<file path="config.mk">
export PLATFORM = sky130hd
export DESIGN_NAME = instr_frame_buffer
export DESIGN_NICKNAME = d
export VERILOG_FILES = /design/src/rtl/proctypes.sv /design/src/rtl/instr_ring_ram.sv /design/src/rtl/instr_frame_buffer.sv
export SDC_FILE = /design/constraint.sdc
export NUM_CORES = 2
export LEC_CHECK = 0
export CORE_MARGIN = 4
export CORE_UTILIZATION = 50
export DETAILED_ROUTE_END_ITERATION = 8
export PLACE_DENSITY_LB_ADDON = 0.1
export SETUP_SLACK_MARGIN = 0.05
export SLEW_MARGIN = 5
export SYNTH_ARGS = -nofsm -noshare
export SYNTH_HDL_FRONTEND = slang
export SYNTH_SLANG_ARGS = --single-unit
</file>
<file path="constraint.sdc">
create_clock -name clk -period 6.5 [get_ports clk]
set_input_delay 0.975 -clock clk [delete_from_list [all_inputs] [get_ports clk]]
set_output_delay 0.975 -clock clk [all_outputs]
set_load 0.05 [all_outputs]
</file>
<file path="src/rtl/proctypes.sv">
// rtl/proctypes.sv - processor-wide constants and the frame buffer state type
package proctypes;

  localparam int NUM_INSTRUCTIONS       = 16;
  localparam int NUM_INSTRUCTIONS_WIDTH = $clog2(NUM_INSTRUCTIONS);
  localparam int INSTR_W                = 32;

  typedef enum logic [1:0] {
    IDLE = 2'd0,
    RECV = 2'd1,
    DROP = 2'd2
  } FrameState;

endpackage

</file>
<file path="src/rtl/instr_ring_ram.sv">
// rtl/instr_ring_ram.sv - simple dual-port ring storage with registered read port
module instr_ring_ram #(
  parameter int DEPTH = 64,
  parameter int WIDTH = 32
) (
  input  logic                     clk,
  input  logic                     rst,
  input  logic                     we,
  input  logic [$clog2(DEPTH)-1:0] waddr,
  input  logic [WIDTH-1:0]         wdata,
  input  logic                     re,
  input  logic [$clog2(DEPTH)-1:0] raddr,
  output logic [WIDTH-1:0]         rdata
);

  logic [WIDTH-1:0] mem_q [DEPTH];

  always_ff @(posedge clk) begin
    if (we) mem_q[waddr] <= wdata;
  end

  // Read register only updates on re, so it doubles as the held output stage.
  always_ff @(posedge clk) begin
    if (rst)     rdata <= '0;
    else if (re) rdata <= mem_q[raddr];
  end

endmodule

</file>
<file path="src/rtl/instr_frame_buffer.sv">
// rtl/instr_frame_buffer.sv - frame-committing instruction buffer between checksum and parser
module instr_frame_buffer
  import proctypes::*;
#(
  parameter int DEPTH = 64
) (
  input  logic                              clk,
  input  logic                              rst,
  input  logic                              axiiv,
  input  logic [31:0]                       axiid,
  input  logic                              frame_done,
  input  logic                              frame_kill,
  output logic                              axiov,
  output logic [31:0]                       axiod,
  input  logic                              axior,
  output logic [NUM_INSTRUCTIONS_WIDTH-1:0] pc,
  output logic                              overflow,
  output logic [7:0]                        frames_dropped
);

  localparam int AW = $clog2(DEPTH);
  localparam int PW = AW + 1;

  FrameState state_q, state_d;
  logic [PW-1:0] wr_ptr_q, wr_ptr_d, cm_ptr_q, cm_ptr_d, rd_ptr_q, rd_ptr_d;
  logic          frame_done_q, frame_done_d;
  logic          axiov_q, axiov_d;
  logic [NUM_INSTRUCTIONS_WIDTH-1:0] pc_q, pc_d;
  logic          overflow_q, overflow_d;
  logic [7:0]    dropped_q, dropped_d;

  logic done_edge, full, wr_en, rollback, rd_en, xfer;

  always_comb begin
    state_d      = state_q;
    wr_ptr_d     = wr_ptr_q;
    cm_ptr_d     = cm_ptr_q;
    rd_ptr_d     = rd_ptr_q;
    frame_done_d = frame_done;
    overflow_d   = overflow_q;
    dropped_d    = dropped_q;
    pc_d         = pc_q;
    wr_en        = 1'b0;
    rollback     = 1'b0;
    done_edge    = frame_done & ~frame_done_q;
    full         = (wr_ptr_q - rd_ptr_q) == PW'(DEPTH);

    unique case (state_q)
      IDLE: begin
        if (axiiv) begin
          if (full) begin
            overflow_d = 1'b1;
            state_d    = DROP;
          end else begin
            wr_en   = 1'b1;
            state_d = RECV;
          end
        end
      end
      RECV: begin
        if (frame_kill) begin
          rollback = 1'b1;
        end else if (axiiv && full) begin
          overflow_d = 1'b1;
          if (done_edge) rollback = 1'b1;
          else           state_d  = DROP;
        end else begin
          wr_en = axiiv;
          // Commit includes a word written in this same cycle.
          if (done_edge) begin
            cm_ptr_d = wr_ptr_q + {{AW{1'b0}}, wr_en};
            state_d  = IDLE;
          end
        end
      end
      DROP: begin
        if (frame_kill || done_edge) rollback = 1'b1;
      end
      default: state_d = IDLE;
    endcase

    if (wr_en) wr_ptr_d = wr_ptr_q + 1'b1;
    if (rollback) begin
      wr_ptr_d = cm_ptr_q;
      state_d  = IDLE;
      if (dropped_q != 8'hff) dropped_d = dropped_q + 8'd1;
    end

    xfer    = axiov_q & axior;
    rd_en   = (rd_ptr_q != cm_ptr_q) && (!axiov_q || axior);
    axiov_d = rd_en | (axiov_q & ~axior);
    if (rd_en) rd_ptr_d = rd_ptr_q + 1'b1;
    if (xfer) begin
      if (pc_q == NUM_INSTRUCTIONS_WIDTH'(NUM_INSTRUCTIONS - 1)) pc_d = '0;
      else                                                      pc_d = pc_q + 1'b1;
    end
  end

  always_ff @(posedge clk) begin
    if (rst) begin
      state_q      <= IDLE;
      wr_ptr_q     <= '0;
      cm_ptr_q     <= '0;
      rd_ptr_q     <= '0;
      frame_done_q <= 1'b0;
      axiov_q      <= 1'b0;
      pc_q         <= '0;
      overflow_q   <= 1'b0;
      dropped_q    <= '0;
    end else begin
      state_q      <= state_d;
      wr_ptr_q     <= wr_ptr_d;
      cm_ptr_q     <= cm_ptr_d;
      rd_ptr_q     <= rd_ptr_d;
      frame_done_q <= frame_done_d;
      axiov_q      <= axiov_d;
      pc_q         <= pc_d;
      overflow_q   <= overflow_d;
      dropped_q    <= dropped_d;
    end
  end

  instr_ring_ram #(.DEPTH(DEPTH), .WIDTH(INSTR_W)) u_ring (
    .clk   (clk),
    .rst   (rst),
    .we    (wr_en),
    .waddr (wr_ptr_q[AW-1:0]),
    .wdata (axiid),
    .re    (rd_en),
    .raddr (rd_ptr_q[AW-1:0]),
    .rdata (axiod)
  );

  assign axiov          = axiov_q;
  assign pc             = pc_q;
  assign overflow       = overflow_q;
  assign frames_dropped = dropped_q;

endmodule

</file>
==> results.sh <==
export IMPL_area_delta_synth_final_pct=13.2
export IMPL_tightest_slew_ps=1340
export IMPL_status="finished, final reports clean"
export IMPL_routed_wl_um=217000
export IMPL_slowest_stage="nor2_4"
export IMPL_syn_area_sq_mm=0.0817
export IMPL_numCtsBuffers=212
export IMPL_max_stage_delay_ps=1260
export IMPL_grt_max_degree=113
export IMPL_ys_seq_area_share_pct=77.0
export IMPL_vias=40058
export IMPL_die_h_um=412
export IMPL_grt_overflow_total=0
export IMPL_port_buffers=83
export IMPL_r2r_end="u_ring.mem_q[37][29]"
export IMPL_skew_ps=30.8
export IMPL_worstSetupPathType="register to register"
export IMPL_fin_ws_ps=1110
export IMPL_synthTopCellsByArea="edfxtp_1 75%, mux4_2 15%, dfxtp_1 1.7%"
export IMPL_ys_ff_latch=2118
export IMPL_syn_nets=3798
export IMPL_die_x_um=412
export IMPL_cp_arrival_ps=5920
export IMPL_clock_latency_ps=840
export IMPL_cp_max_fo=30
export IMPL_ys_warn_count=0
export IMPL_antenna_found_initial=5
export IMPL_synth_edf_count=2048
export IMPL_avgSynthCellArea_sq_um=21.8
export IMPL_crit_end="u_ring.mem_q[37][29]"
export IMPL_final_setup_viol_count=0
export IMPL_rr_startpoint="rd_ptr_q[2]"
export IMPL_required_ps=7030
export IMPL_fp_dieArea_sq_mm=0.170
export IMPL_hold_viol=0
export IMPL_nNetsFinal=4030
export IMPL_std_cell_rows=148
export IMPL_min_period_ps=5390
export IMPL_htreeDepth=4
export IMPL_rsz0062_at_grt="no"
export IMPL_wl_per_cell_um=34.2
export IMPL_slew_violations=0
export IMPL_dpl_hpwl_um=120000
export IMPL_cts_buffer_depth=3
export IMPL_crit_path_start="rd_ptr_q[2]"
export IMPL_post_cts_buffers=0
export IMPL_max_freq_mhz=186
export IMPL_avgViaCountPerCell=6.33
export IMPL_clockRootBuffer="clkbuf_16"
export IMPL_gp_congestion=0.810
export IMPL_core_sq_mm=0.163
export IMPL_cts_reportedPaths_clkPinSlew_ps=60
export IMPL_yosysTopAreaCellShare_pct=75.3
export IMPL_grt_first_pass_wirelength_um=308000
export IMPL_tritoncts="built"
export IMPL_yosys_area_top_type="edfxtp_1"
export IMPL_drive_gt1_share_pct=26.7
export IMPL_dr_pass1_iters=5
export IMPL_power_density_mw_per_mm2=343
export IMPL_place_worst_setup_slack_ps=1120
export IMPL_io_pin_count=84
export IMPL_async_flop_share_pct=0
export IMPL_crit_path_start_kind="register"
export IMPL_grtUsageTotal_pct=25.8
export IMPL_leakagePower_nw=28.3
export IMPL_critPathCaptureType="register"
export IMPL_drc_errors=0
export IMPL_post_route_period_util_pct=82.9
export IMPL_ys_flop_type="edfxtp_1"
export IMPL_slew_headroom_pct=10.4
export IMPL_ys_types=63
export IMPL_grt_pass1_vias=39991
export IMPL_postSynthCellCount=3745
export IMPL_drv_cap=0
export IMPL_drtIter0Drc=5168
export IMPL_crit_chain="inv_4 -> ha_1 -> nand2_1 -> o311ai_4 -> xnor2_2 -> o21a_1 -> and2_1 -> nand3b_1 -> nor2_4 -> buf_4"
export IMPL_hold_class="register to register"
export IMPL_cts_sinks=2118
export IMPL_ir_drop_mv=0.264
export IMPL_ant_nets=0
export IMPL_holdBufCountCts=0
export IMPL_tns_ps=0
export IMPL_total_power_mw=31.7
export IMPL_start_util_pct=50.2
export IMPL_ff2ff_path_depth=10
export IMPL_rrSetupSlack_ps=1110
export IMPL_cts_resized=0
flip-flops by register name, summed over array words and instances (netlist names), 2 cells and up:
| signal | count |
|---|---|
| pc | 4 |
| rd_ptr_q | 7 |
| state_q | 2 |
| u_ring.rdata | 32 |
| frames_dropped | 8 |
| wr_ptr_q | 7 |
| u_ring.mem_q | 2048 |
| cm_ptr_q | 7 |
critical path, delay by kind of cell (launching register included):
| kind | cells | cell delay (ps) |
|---|---|---|
| compound gates | 2 | 780 |
| flops | 1 | 560 |
| xor+xnor | 1 | 230 |
| simple gates | 4 | 2450 |
| fa+ha+maj | 1 | 410 |
| buf+inv | 2 | 640 |
power breakdown:
group | switching [mW] | leakage, nW | total [mW] | internal [mW]
clock | 5.16 | 3.36 | 12.0 | 6.86
sequential | 0.271 | 19.0 | 15.6 | 15.4
combinational | 2.47 | 5.94 | 4.07 | 1.60
synth_stat cells, types with 18 or more instances:
library cell	instances
edfxtp_1	2048
mux4_2	536
nor2_1	166
nand2_1	138
mux2i_1	129
buf_2	71
dfxtp_1	70
clkbuf_1	64
a21oi_1	55
nand3_1	51
buf_4	37
a22oi_1	35
nor3_1	25
o22ai_1	25
o21ai_0	20
a211oi_1	18
buf_6	18
area by class of cell:
class                      instances  area (sq um)
clock buffer                     270          5680
sequential                      2118         62900
inverter                          15          63.8
antenna                            3          7.51
fill                           12117         70100
multi-input combinational       1407         18100
timing repair buffer             223          1820
tap                             2175          2720
clock inverter                   122          1170
kinds of logic (layout without fill, tap and decap cells):
| family | Yosys count | after routing | share of synthesized area [%] |
|---|---|---|---|
| multiplexers | 672 | 672 | 16.5 |
| other | 0 | 3 | 0 |
| AO/OA/AOI/OAI | 253 | 253 | 2.20 |
| buffers and inverters | 220 | 630 | 1.47 |
| flip-flops | 2118 | 2118 | 77.0 |
| AND/OR/NAND/NOR | 438 | 438 | 2.33 |
| XOR/XNOR | 29 | 29 | 0.320 |
| adder cells (fa/ha/maj) | 15 | 15 | 0.230 |
metrics by stage:
| stage | utilization (%) | hold slack, ps | cells | area, sq um |
|---|---|---|---|---|
| after floorplan | - | 497 | 3745 | 81700 |
| after global placement | 52.6 | 462 | 5937 | 85600 |
| after detailed placement | 52.6 | 461 | 5937 | 85600 |
| after CTS | 56.9 | 475 | 6329 | 92400 |
| after global routing | 56.9 | 520 | 6330 | 92500 |
| final | 56.9 | 467 | 6333 | 92500 |
worst min path at each step:
stage,startpoint,to,slack (ps),depth (start not counted)
floorplan,cm_ptr_q[4],cm_ptr_q[4],500,2
global placement,overflow,overflow,460,2
detailed placement,overflow,overflow,460,2
CTS,overflow,overflow,470,2
global route,u_ring.rdata[14],u_ring.rdata[14],520,2
finish,overflow,overflow,470,2
routing by layer:
metal  global-route usage [%]  wire (um)  vias up  share of wire (%)
met5                        0          0        -                  0
met4                     7.19       5690        0                2.6
met2                     40.0     103000     1769                 47
met1                     38.8      92500    21782                 43
met3                     3.75      15700      276                7.3
li1                         -          -    16231                  -
layout by cell type, fill, tap and decap left out, drive strengths merged, types with 21 or more instances in the layout:
cell type,count
dfxtp,70
inv,21
nand2,139
nor3,25
o22ai,25
clkdlybuf4s50,50
edfxtp,2048
clkinv,94
a21oi,55
a22oi,35
o21ai,22
clkbuf,270
mux2i,129
nor2,166
mux4,536
nand3,51
buf,173
(Power assumes the default switching activity.)
